<file path="src/rtl/cpu_mem_pkg.sv">
// Shared types and defaults for the unified instruction/data memory arbiter.
package cpu_mem_pkg;

    localparam int MEM_ADDR_W       = 32;
    localparam int MEM_DATA_W       = 32;
    localparam int DEFAULT_MAX_WAIT = 4;

    // Arbiter phases: waiting for a request, memory access open, response pulse.
    typedef enum logic [1:0] {
        IDLE = 2'd0,
        XFER = 2'd1,
        RESP = 2'd2
    } arb_state_t;

    // Which requester owns the transaction currently in flight.
    typedef enum logic {
        OWN_IF = 1'b0,
        OWN_D  = 1'b1
    } owner_t;

endpackage

</file>
<file path="src/rtl/arb_starve_counter.sv">
// Starvation guard for the unified memory arbiter: counts data grants taken
// while a fetch is pending and forces the next grant to fetch at MAX_WAIT.
// Only part of the build when ARB_STARVE_GUARD_EN is defined.
`ifdef ARB_STARVE_GUARD_EN
module arb_starve_counter
    import cpu_mem_pkg::*;
#(
    parameter int MAX_WAIT = DEFAULT_MAX_WAIT
) (
    input  logic clk,
    input  logic reset,
    input  logic if_req,
    input  logic d_gnt,
    input  logic if_gnt,
    output logic force_if
);

    localparam logic [3:0] MAX_CNT = 4'(MAX_WAIT);

    logic [3:0] wait_cnt;

    // Saturating count of data wins over a pending fetch; a fetch grant clears it.
    always_ff @(posedge clk or posedge reset) begin
        if (reset) begin
            wait_cnt <= 4'd0;
        end else if (if_gnt) begin
            wait_cnt <= 4'd0;
        end else if (d_gnt && if_req && (wait_cnt != MAX_CNT)) begin
            wait_cnt <= wait_cnt + 4'd1;
        end
    end

    assign force_if = if_req && (wait_cnt == MAX_CNT);

endmodule
`endif

</file>
<file path="src/rtl/unified_mem_arbiter.sv">
// Shares one single-port memory between instruction fetch and the data
// load/store path. One access in flight; data wins unless the starvation
// guard (ARB_STARVE_GUARD_EN) forces a pending fetch through.
module unified_mem_arbiter
    import cpu_mem_pkg::*;
#(
    parameter int ADDR_W   = MEM_ADDR_W,
    parameter int DATA_W   = MEM_DATA_W,
    parameter int MAX_WAIT = DEFAULT_MAX_WAIT
) (
    input  logic                  clk,
    input  logic                  reset,
    input  logic                  if_req,
    input  logic [ADDR_W-1:0]     if_addr,
    output logic                  if_gnt,
    output logic                  if_rvalid,
    output logic [DATA_W-1:0]     if_rdata,
    input  logic                  d_req,
    input  logic                  d_we,
    input  logic [ADDR_W-1:0]     d_addr,
    input  logic [DATA_W-1:0]     d_wdata,
    input  logic [DATA_W/8-1:0]   d_be,
    output logic                  d_gnt,
    output logic                  d_rvalid,
    output logic [DATA_W-1:0]     d_rdata,
    output logic                  mem_req,
    output logic                  mem_we,
    output logic [ADDR_W-1:0]     mem_addr,
    output logic [DATA_W-1:0]     mem_wdata,
    output logic [DATA_W/8-1:0]   mem_be,
    input  logic                  mem_ack,
    input  logic [DATA_W-1:0]     mem_rdata,
    output logic                  busy
);

    localparam int BE_W = DATA_W / 8;

    if (MAX_WAIT < 1 || MAX_WAIT > 15) begin : g_max_wait_range
        $error("unified_mem_arbiter: MAX_WAIT must be within 1..15");
    end

    arb_state_t        state, next_state;
    owner_t            owner_q;
    logic [ADDR_W-1:0] addr_q;
    logic              we_q;
    logic [DATA_W-1:0] wdata_q;
    logic [BE_W-1:0]   be_q;
    logic [DATA_W-1:0] rdata_q;
    logic              grant_if, grant_d, force_if;

`ifdef ARB_STARVE_GUARD_EN
    arb_starve_counter #(.MAX_WAIT(MAX_WAIT)) u_starve (
        .clk      (clk),
        .reset    (reset),
        .if_req   (if_req),
        .d_gnt    (grant_d),
        .if_gnt   (grant_if),
        .force_if (force_if)
    );
`else
    // Strict data priority: fetch only wins when no data request is present.
    assign force_if = 1'b0;
`endif

    // State register; reset abandons any access in flight.
    always_ff @(posedge clk or posedge reset) begin
        // NOTE: non-blocking assignments so every flop samples pre-edge values.
        if (reset) begin
            state <= IDLE;
        end else begin
            state <= next_state;
        end
    end

    // Arbitration and phase sequencing; grants exist only in IDLE, out of reset.
    always_comb begin
        // NOTE: every output of this block is defaulted first so no latch is inferred.
        next_state = state;
        grant_if   = 1'b0;
        grant_d    = 1'b0;
        case (state)
            IDLE: begin
                if (!reset) begin
                    if (if_req && (force_if || !d_req)) begin
                        grant_if = 1'b1;
                    end else if (d_req) begin
                        grant_d = 1'b1;
                    end
                end
                if (grant_if || grant_d) begin
                    next_state = XFER;
                end
            end
            XFER:    if (mem_ack) next_state = RESP;
            RESP:    next_state = IDLE;
            default: next_state = IDLE;
        endcase
    end

    // Capture the winner's request at grant and the read data at completion.
    always_ff @(posedge clk or posedge reset) begin
        if (reset) begin
            owner_q <= OWN_IF;
            addr_q  <= '0;
            we_q    <= 1'b0;
            wdata_q <= '0;
            be_q    <= '0;
            rdata_q <= '0;
        end else begin
            if (grant_if) begin
                owner_q <= OWN_IF;
                addr_q  <= if_addr;
                we_q    <= 1'b0;
                wdata_q <= '0;
                be_q    <= '1;
            end else if (grant_d) begin
                owner_q <= OWN_D;
                addr_q  <= d_addr;
                we_q    <= d_we;
                wdata_q <= d_we ? d_wdata : '0;
                be_q    <= d_we ? d_be : '1;
            end
            if (state == XFER && mem_ack) begin
                rdata_q <= we_q ? '0 : mem_rdata;
            end
        end
    end

    assign if_gnt    = grant_if;
    assign d_gnt     = grant_d;

    assign mem_req   = (state == XFER);
    assign mem_we    = mem_req && we_q;
    assign mem_addr  = mem_req ? addr_q  : '0;
    assign mem_wdata = mem_req ? wdata_q : '0;
    assign mem_be    = mem_req ? be_q    : '0;

    assign if_rvalid = (state == RESP) && (owner_q == OWN_IF);
    assign d_rvalid  = (state == RESP) && (owner_q == OWN_D);
    assign if_rdata  = if_rvalid ? rdata_q : '0;
    assign d_rdata   = d_rvalid  ? rdata_q : '0;

    assign busy      = (state != IDLE);

endmodule

</file>
<file path="config.mk">
export PLATFORM = sky130hd
export DESIGN_NAME = unified_mem_arbiter
export DESIGN_NICKNAME = d
export VERILOG_FILES = /design/src/rtl/cpu_mem_pkg.sv /design/src/rtl/arb_starve_counter.sv /design/src/rtl/unified_mem_arbiter.sv
export SDC_FILE = /design/constraint.sdc
export NUM_CORES = 1
export LEC_CHECK = 0
export ABC_AREA = 1
export CORE_MARGIN = 2
export CORE_UTILIZATION = 33
export DETAILED_ROUTE_END_ITERATION = 10
export GPL_ROUTABILITY_DRIVEN = 0
export MAX_ROUTING_LAYER = met4
export PLACE_DENSITY = 0.71
export SYNTH_ARGS = -nofsm -noshare
export SYNTH_HDL_FRONTEND = slang
export SYNTH_SLANG_ARGS = --single-unit
</file>
<file path="constraint.sdc">
create_clock -name clk -period 4.1 [get_ports clk]
set_clock_uncertainty 0.1 [all_clocks]
set_input_delay 0.615 -clock clk [delete_from_list [all_inputs] [get_ports clk]]
set_output_delay 0.615 -clock clk [all_outputs]
set_load 0.05 [all_outputs]
</file>
==> Flow_metrics.wiki, run 1 <==
{| class="wikitable"
! Metric !! Value
|-
| Result of the run || finished clean
|-
| Number of clock sinks || 104
|-
| Commonest non-fill, non-tap cell in the layout || clkdlybuf4s50_1
|-
| Setup-failing EPs final || 0
|-
| Maximum clock frequency || 0.284 GHz
|-
| Hold_buf cts || 0
|-
| Root Buffer Master || clkbuf_16
|-
| Post-CTS Setup Bufs || 0
|-
| Remaining Overflow, GRT || 0
|-
| Arrival time at the worst endpoint || 2800 ps
|-
| Total of warnings raised by yosys || 0
|-
| Final routed wire length divided by cell count || 13.7 um
|-
| Multiplexer share of the synthesized area || 0%
|-
| Number of hold-slack violations in the final timing report || 0
|-
| Post-Place Setup Slack || 902 ps
|-
| Power per cell area || 474 nW/um^2
|-
| Synth cell types || 21
|-
| Share of layout cells above drive strength 1 || 3.86%
|-
| Setup crit end kind || output pin
|-
| Worst Hold Path Cells || 2
|-
| First-pass iteration count of the detailed router || 4
|-
| Floorplan die height || 133 um
|-
| Path type of the worst min-delay path || flop to flop
|-
| Number of H-tree levels || 3
|-
| Adder-cell area share of the yosys netlist || 0%
|-
| Max-slew violation count || 0
|-
| Placed Cells || 1239
|-
| Detail Placement HPWL || 12700 um
|-
| TritonCTS Buffers || 9
|-
| Via count of the first global-routing pass || 5301
|-
| Global-route usage over all layers || 20.0%
|-
| Diode count || 0
|-
| Final critical path time including I/O delays and setup || 3520 ps
|-
| Placement Rows || 47
|-
| Worst setup path category || flop to output pin
|-
| Post-CTS sizing || 0
|-
| Max Cap Violations || 0
|-
| Most frequent cells in the layout || clkdlybuf4s50_1 (274), inv_1 (177), nor2_1 (141), dfrtp_1 (104), nand2_1 (97)
|-
| Clock latency at the later pin of the worst-skew pair || 340 ps
|-
| Reg2Reg Depth || 6
|-
| Post-synthesis simple-gate area fraction || 30.1%
|-
| Compound-Gate Fraction of Synth Area || 6.16%
|-
| Avg Cell Area, Syn || 7.05 um^2
|-
| Initial antenna violation count || 0
|-
| DIE WIDTH || 133 um
|-
| Number of nets at the end of the flow || 1168
|-
| CP Max Fanout || 32
|-
| Sum of negative setup slack || 0 ps
|-
| Number of nets in the synthesized netlist || 921
|-
| Cell with the largest stage delay on the worst path || clkdlybuf4s50_1
|-
| Number of flops mapped to enable cells by yosys || 0
|-
| Core Region || 16500 um^2
|-
| Buffers plus inverters on the worst setup path || 2
|-
| Kind of cell with the highest combined delay on the critical path || buffers and inverters
|-
| Stages on worst setup path || 4
|-
| Via count || 5644
|-
| Fraction of synthesis flops using an asynchronous set or reset pin || 100%
|-
| Top Ports || 277
|-
| Seq cells post-synth || 104
|-
| Routed vias/inst || 4.50
|-
| Final antenna-violating net count || 0
|-
| Maximum number of pins on one net before global-route repair || 55
|-
| Iteration-0 DRC count of the detailed router || 186
|-
| Port bufs || 276
|-
| Count of mapped cells out of synthesis || 783
|-
| TritonCTS clock tree || done
|-
| Part of the cycle the worst path needs || 85.8%
|-
| Initial standard-cell utilization of the core || 33.5%
|-
| Register area share after synthesis || 47.1%
|-
| Drt drc || 0
|-
| Largest family of logic cells by synthesized area || simple AND/OR/NAND/NOR gates
|-
| Actual slew at the worst max-slew pin || 1020 ps
|-
| Slew margin rel. || 32.1%
|-
| RSZ-0062 raised after global routing || no
|-
| Kind of launch point of the worst setup path || flop
|-
| Wire length of the first global-routing pass || 27400 um
|-
| Ys flop type || dfrtp_1
|-
| Biggest cell delay along the critical path || 840 ps
|-
| Die area || 17800 um^2
|-
| Chain of cells forming the critical path || nor3_1, inv_1, nor2_1, clkdlybuf4s50_1
|-
| Peak ir drop on the vdd network || 0.000226 V
|-
| Xor and xnor area share after synthesis || 0%
|-
| Crit path setup slack, layout || 584 ps
|-
| Clock-pin slew on the worst setup and hold paths || 70 ps
|-
| Worst-case clock buffer depth || 2
|-
| Synth Cell Area || 5520 um^2
|-
| Static leakage || 4.07 nW
|-
| Post-synthesis to final-layout area growth || 58.0%
|-
| Data required time at the worst endpoint || 3380 ps
|-
| Layout Cells excl Fill || 1255
|-
| Aggregate routed wire length || 17200 um
|}
Yosys cell counts, types with 2 or more instances:
cell	count	area, um^2
o21ai_0	55	275
o21ai_1	10	50.1
dfrtp_1	104	2600
nor2_2	2	12.5
nor3_1	6	30.0
buf_1	7	26.3
nand2_1	98	368
inv_1	178	668
clkbuf_1	23	86.3
buf_2	17	85.1
nand3_2	2	20.0
nand3_1	96	480
nor2_1	142	533
nand4_1	32	200
buf_4	5	37.5
worst paths after layout:
| path | endpoint | slack, ps | from |
|---|---|---|---|
| hold / removal | be_q[1]$_DFFE_PP0P_ | 400 | be_q[1]$_DFFE_PP0P_ |
| hold reg to reg | be_q[1]$_DFFE_PP0P_ | 400 | be_q[1]$_DFFE_PP0P_ |
| setup / recovery | if_rdata[2] | 580 | state[0]$_DFFE_PP0P_ |
| min in group asynchronous | addr_q[18]$_DFFE_PP0P_ | 800 | reset |
| setup reg to reg | wdata_q[6]$_DFFE_PP0P_ | 1460 | state[0]$_DFFE_PP0P_ |
| max in group asynchronous | wdata_q[7]$_DFFE_PP0P_ | 1950 | reset |
routing by layer:
| metal | GRT usage (%) | routed length [um] | vias to the layer above |
|---|---|---|---|
| met5 | - | 0 | - |
| li1 | - | - | 2863 |
| met1 | 24.3 | 7350 | 2556 |
| met2 | 32.9 | 8270 | 206 |
| met4 | 5.97 | 287 | 0 |
| met3 | 5.02 | 1330 | 19 |
cell type report:
| class | instances | area [um^2] |
|---|---|---|
| well taps | 220 | 275 |
| clock inverters | 7 | 53.8 |
| clock buffers | 9 | 225 |
| repair buffers | 289 | 2880 |
| flip-flops and latches | 104 | 2600 |
| fillers | 1640 | 7740 |
| multi-input cells | 447 | 2010 |
| inverters | 179 | 676 |
kinds of logic (layout without fill, tap and decap cells):
family | count (synthesis) | in the layout
AOI/OAI and AO/OA | 67 | 67
DFF | 104 | 104
buffers and inverters | 232 | 484
and+or+nand+nor | 380 | 380
tightest hold or removal path, cell delays in order (launching register included):
cell	delay, ps
dfrtp_1	340
nor2_1	50
nor2_1	70
registers in the layout, indices dropped and copies added (netlist names):
| name | cells |
|---|---|
| owner_q | 1 |
| state | 2 |
| be_q | 4 |
| wdata_q | 32 |
| addr_q | 32 |
| rdata_q | 32 |
| we_q | 1 |
metrics by stage:
stage	area (um^2)	util [%]	hold slack, ps	total power, mW
final	8720	53.0	399	4.14
after global routing	8720	53.0	415	4.42
after CTS	8720	53.0	403	4.19
after detailed placement	8450	51.3	387	3.35
after global placement	8450	51.3	379	3.33
after floorplan	5530	-	366	2.71
report_power, final:
part	switching, mW	internal [mW]	leakage, nW
Sequential	0.126	1.37	1.32
Combinational	1.22	0.598	2.62
Clock	0.399	0.417	0.128
Total	1.75	2.39	4.07
No activity file was read; power rests on OpenSTA's default activity.
==> run 2, diff against run 1 <==
Settings changed: CORE_MARGIN 2 to not set.
==> run 2 against run 1 <==
  * Critical path type unchanged
  * Non-clock buffer count shrank 1
  * Total power grew 2.0%
  * Cell count fell by 0.40%
  * Highest routed layer unchanged
  * Combinational power about the same
  * Core utilization rose by 1.2 points
  * Setup slack worse by 38 ps
  * Sequential share of layout area is essentially flat
  * First-iteration DRC count increased by 43%
  * Final area grew 0.16%
  * Critical path depth unchanged
==> Flow_metrics.wiki, run 2 (synthesis results as in run 1) <==
{| class="wikitable"
! Metric !! Value
|-
| Result of the run || finished clean
|-
| Clock latency at the later pin of the worst-skew pair || 340 ps (about the same)
|-
| Number of fill cells || 1578 (-3.8%)
|-
| Arrival time at the worst endpoint || 2840 ps (+40 ps)
|-
| Via count || 5663 (+0.34%)
|-
| TritonCTS Buffers || 9 (unchanged)
|-
| Final routed wire length divided by cell count || 13.5 um (-1.7%)
|-
| Core Region || 16100 um^2 (-2.1%)
|-
| Initial standard-cell utilization of the core || 34.3% (+0.73 points)
|-
| Most frequent cells in the layout || clkdlybuf4s50_1 (274), inv_1 (177), nor2_1 (141), dfrtp_1 (104), nand2_1 (97)
|-
| Port bufs || 276 (unchanged)
|-
| Peak ir drop on the vdd network || 0.000219 V (-3.1%)
|-
| Biggest cell delay along the critical path || 840 ps (about the same)
|-
| RSZ-0062 raised after global routing || no
|-
| Maximum clock frequency || 0.281 GHz (-1.1%)
|-
| Floorplan die height || 131 um (-1.5%)
|-
| Data required time at the worst endpoint || 3380 ps (about the same)
|-
| Static leakage || 4.09 nW (+0.44%)
|-
| CP Max Fanout || 32 (unchanged)
|-
| Post-CTS Setup Bufs || 0 (unchanged)
|-
| Post-synthesis to final-layout area growth || 58.2%
|-
| Initial antenna violation count || 0 (unchanged)
|-
| Placed Cells || 1234 (-0.40%)
|-
| Chain of cells forming the critical path || nor3_1, inv_1, nor2_1, clkdlybuf4s50_1
|-
| Part of the cycle the worst path needs || 86.7% (+0.93 points)
|-
| Setup crit end kind || output pin
|-
| Cell with the largest stage delay on the worst path || clkdlybuf4s50_1
|-
| Hold_buf cts || 0 (unchanged)
|-
| Share of layout cells above drive strength 1 || 3.77% (-0.093 points)
|-
| Worst setup path category || flop to output pin
|-
| Worst Hold Path Cells || 2 (unchanged)
|-
| Sum of negative setup slack || 0 ps (unchanged)
|-
| Top Ports || 277 (unchanged)
|-
| Clock-pin slew on the worst setup and hold paths || 70 ps (about the same)
|-
| Routed vias/inst || 4.53 (+0.74%)
|-
| Via count of the first global-routing pass || 5478 (+3.3%)
|-
| Stages on worst setup path || 4 (unchanged)
|-
| Path type of the worst min-delay path || flop to flop
|-
| Drt drc || 0 (unchanged)
|-
| Global-route usage over all layers || 20.8% (+0.82 points)
|-
| Number of hold-slack violations in the final timing report || 0 (unchanged)
|-
| Crit path setup slack, layout || 545 ps (-38.3 ps)
|-
| Power per cell area || 483 nW/um^2 (+1.9%)
|-
| Wire length of the first global-routing pass || 27900 um (+1.8%)
|-
| DIE WIDTH || 131 um (-1.5%)
|-
| Worst-case clock buffer depth || 2 (unchanged)
|-
| Aggregate routed wire length || 16900 um (-2.1%)
|-
| Post-Place Setup Slack || 891 ps (-10.4 ps)
|-
| TritonCTS clock tree || done
|-
| Slew margin rel. || 18.3% (-14 points)
|-
| Max-slew violation count || 0 (unchanged)
|-
| Max Cap Violations || 0 (unchanged)
|-
| Largest registers || addr_q x32, rdata_q x32, wdata_q x32
|-
| Post-CTS sizing || 0 (unchanged)
|-
| Kind of launch point of the worst setup path || flop
|-
| Setup-failing EPs final || 0 (unchanged)
|-
| Diode count || 0 (unchanged)
|-
| Number of clock sinks || 104 (unchanged)
|-
| Actual slew at the worst max-slew pin || 1220 ps (+205 ps)
|-
| Reg2Reg Depth || 7 (+1)
|-
| Number of nets at the end of the flow || 1167 (-0.086%)
|-
| Final critical path time including I/O delays and setup || 3550 ps (+38.3 ps)
|-
| Final antenna-violating net count || 0 (unchanged)
|-
| Kind of cell with the highest combined delay on the critical path || buffers and inverters
|-
| Die area || 17300 um^2 (-3.0%)
|-
| First-pass iteration count of the detailed router || 4 (unchanged)
|-
| Buffers plus inverters on the worst setup path || 2 (unchanged)
|-
| Placement Rows || 46 (-2.1%)
|-
| Root Buffer Master || clkbuf_16
|-
| Maximum number of pins on one net before global-route repair || 66 (+20%)
|-
| Iteration-0 DRC count of the detailed router || 266 (+43%)
|-
| Layout Cells excl Fill || 1250 (-0.40%)
|-
| Number of H-tree levels || 3 (unchanged)
|-
| Remaining Overflow, GRT || 0 (unchanged)
|-
| Commonest non-fill, non-tap cell in the layout || clkdlybuf4s50_1
|-
| Detail Placement HPWL || 12300 um (-3.0%)
|}
run 2: cell count changes in the layout (fill, tap and decap cells not counted):
cell,previous run,this run
clkinvlp_4,4,2
inv_6,2,0
bufinv_16,0,1
buf_12,2,1
clkbuf_8,0,3
run 2: metal layers:
| layer | track usage [%] | up-vias | wire (um) |
|---|---|---|---|
| li1 | - | 2857 | - |
| met1 | 25.8 | 2581 | 7550 |
| met2 | 34.5 | 212 | 8170 |
| met3 | 3.94 | 13 | 908 |
| met4 | 6.01 | 0 | 253 |
| met5 | - | - | 0 |
run 2: power by group:
group | total (mW) | internal (mW) | switching (mW)
logic | 1.82 | 0.594 | 1.23
registers | 1.50 | 1.37 | 0.124
clock network | 0.900 | 0.524 | 0.376
run 2: final cells by class:
| type | instances | area (um^2) | share of cell area, % |
|---|---|---|---|
| Timing Repair Buffer | 288 | 2860 | 32.7 |
| Sequential cell | 104 | 2600 | 29.8 |
| Multi-Input combinational cell | 447 | 2010 | 23.0 |
| Inverter | 179 | 676 | 7.73 |
| Tap cell | 216 | 270 | 3.09 |
| Clock buffer | 12 | 267 | 3.05 |
| Clock inverter | 4 | 51.3 | 0.587 |
run 2: path summary, 6_finish.rpt:
kind                                      endpoint              startpoint  slack (ps)
min in group asynchronous   addr_q[28]$_DFFE_PP0P_                   reset         750
hold reg to reg             addr_q[13]$_DFFE_PP0P_  addr_q[13]$_DFFE_PP0P_         410
max in group asynchronous  rdata_q[31]$_DFFE_PP0P_                   reset        1950
setup reg to reg             addr_q[7]$_DFFE_PP0P_    state[0]$_DFFE_PP0P_        1320
setup / recovery                      if_rdata[19]    state[0]$_DFFE_PP0P_         550
hold / removal              addr_q[13]$_DFFE_PP0P_  addr_q[13]$_DFFE_PP0P_         410
run 2: per-stage QoR:
stage                     instance area (um^2)  hold WS [ps]  util [%]  power (mW)
after global routing                      8740           426      54.2        4.50
after global placement                    8420           384      52.3        3.32
after floorplan                           5530           366         -        2.71
after detailed placement                  8420           394      52.3        3.35
final                                     8740           407      54.2        4.22
after CTS                                 8740           411      54.2        4.27
run 2: worst register-to-register path: stages, from the launching register on:
cell,delay (ps)
dfrtp_1,450
nor2_4,200
buf_4,350
nand3_2,420
nand2_2,390
buf_4,520
nand3_1,200
nand2_1,90
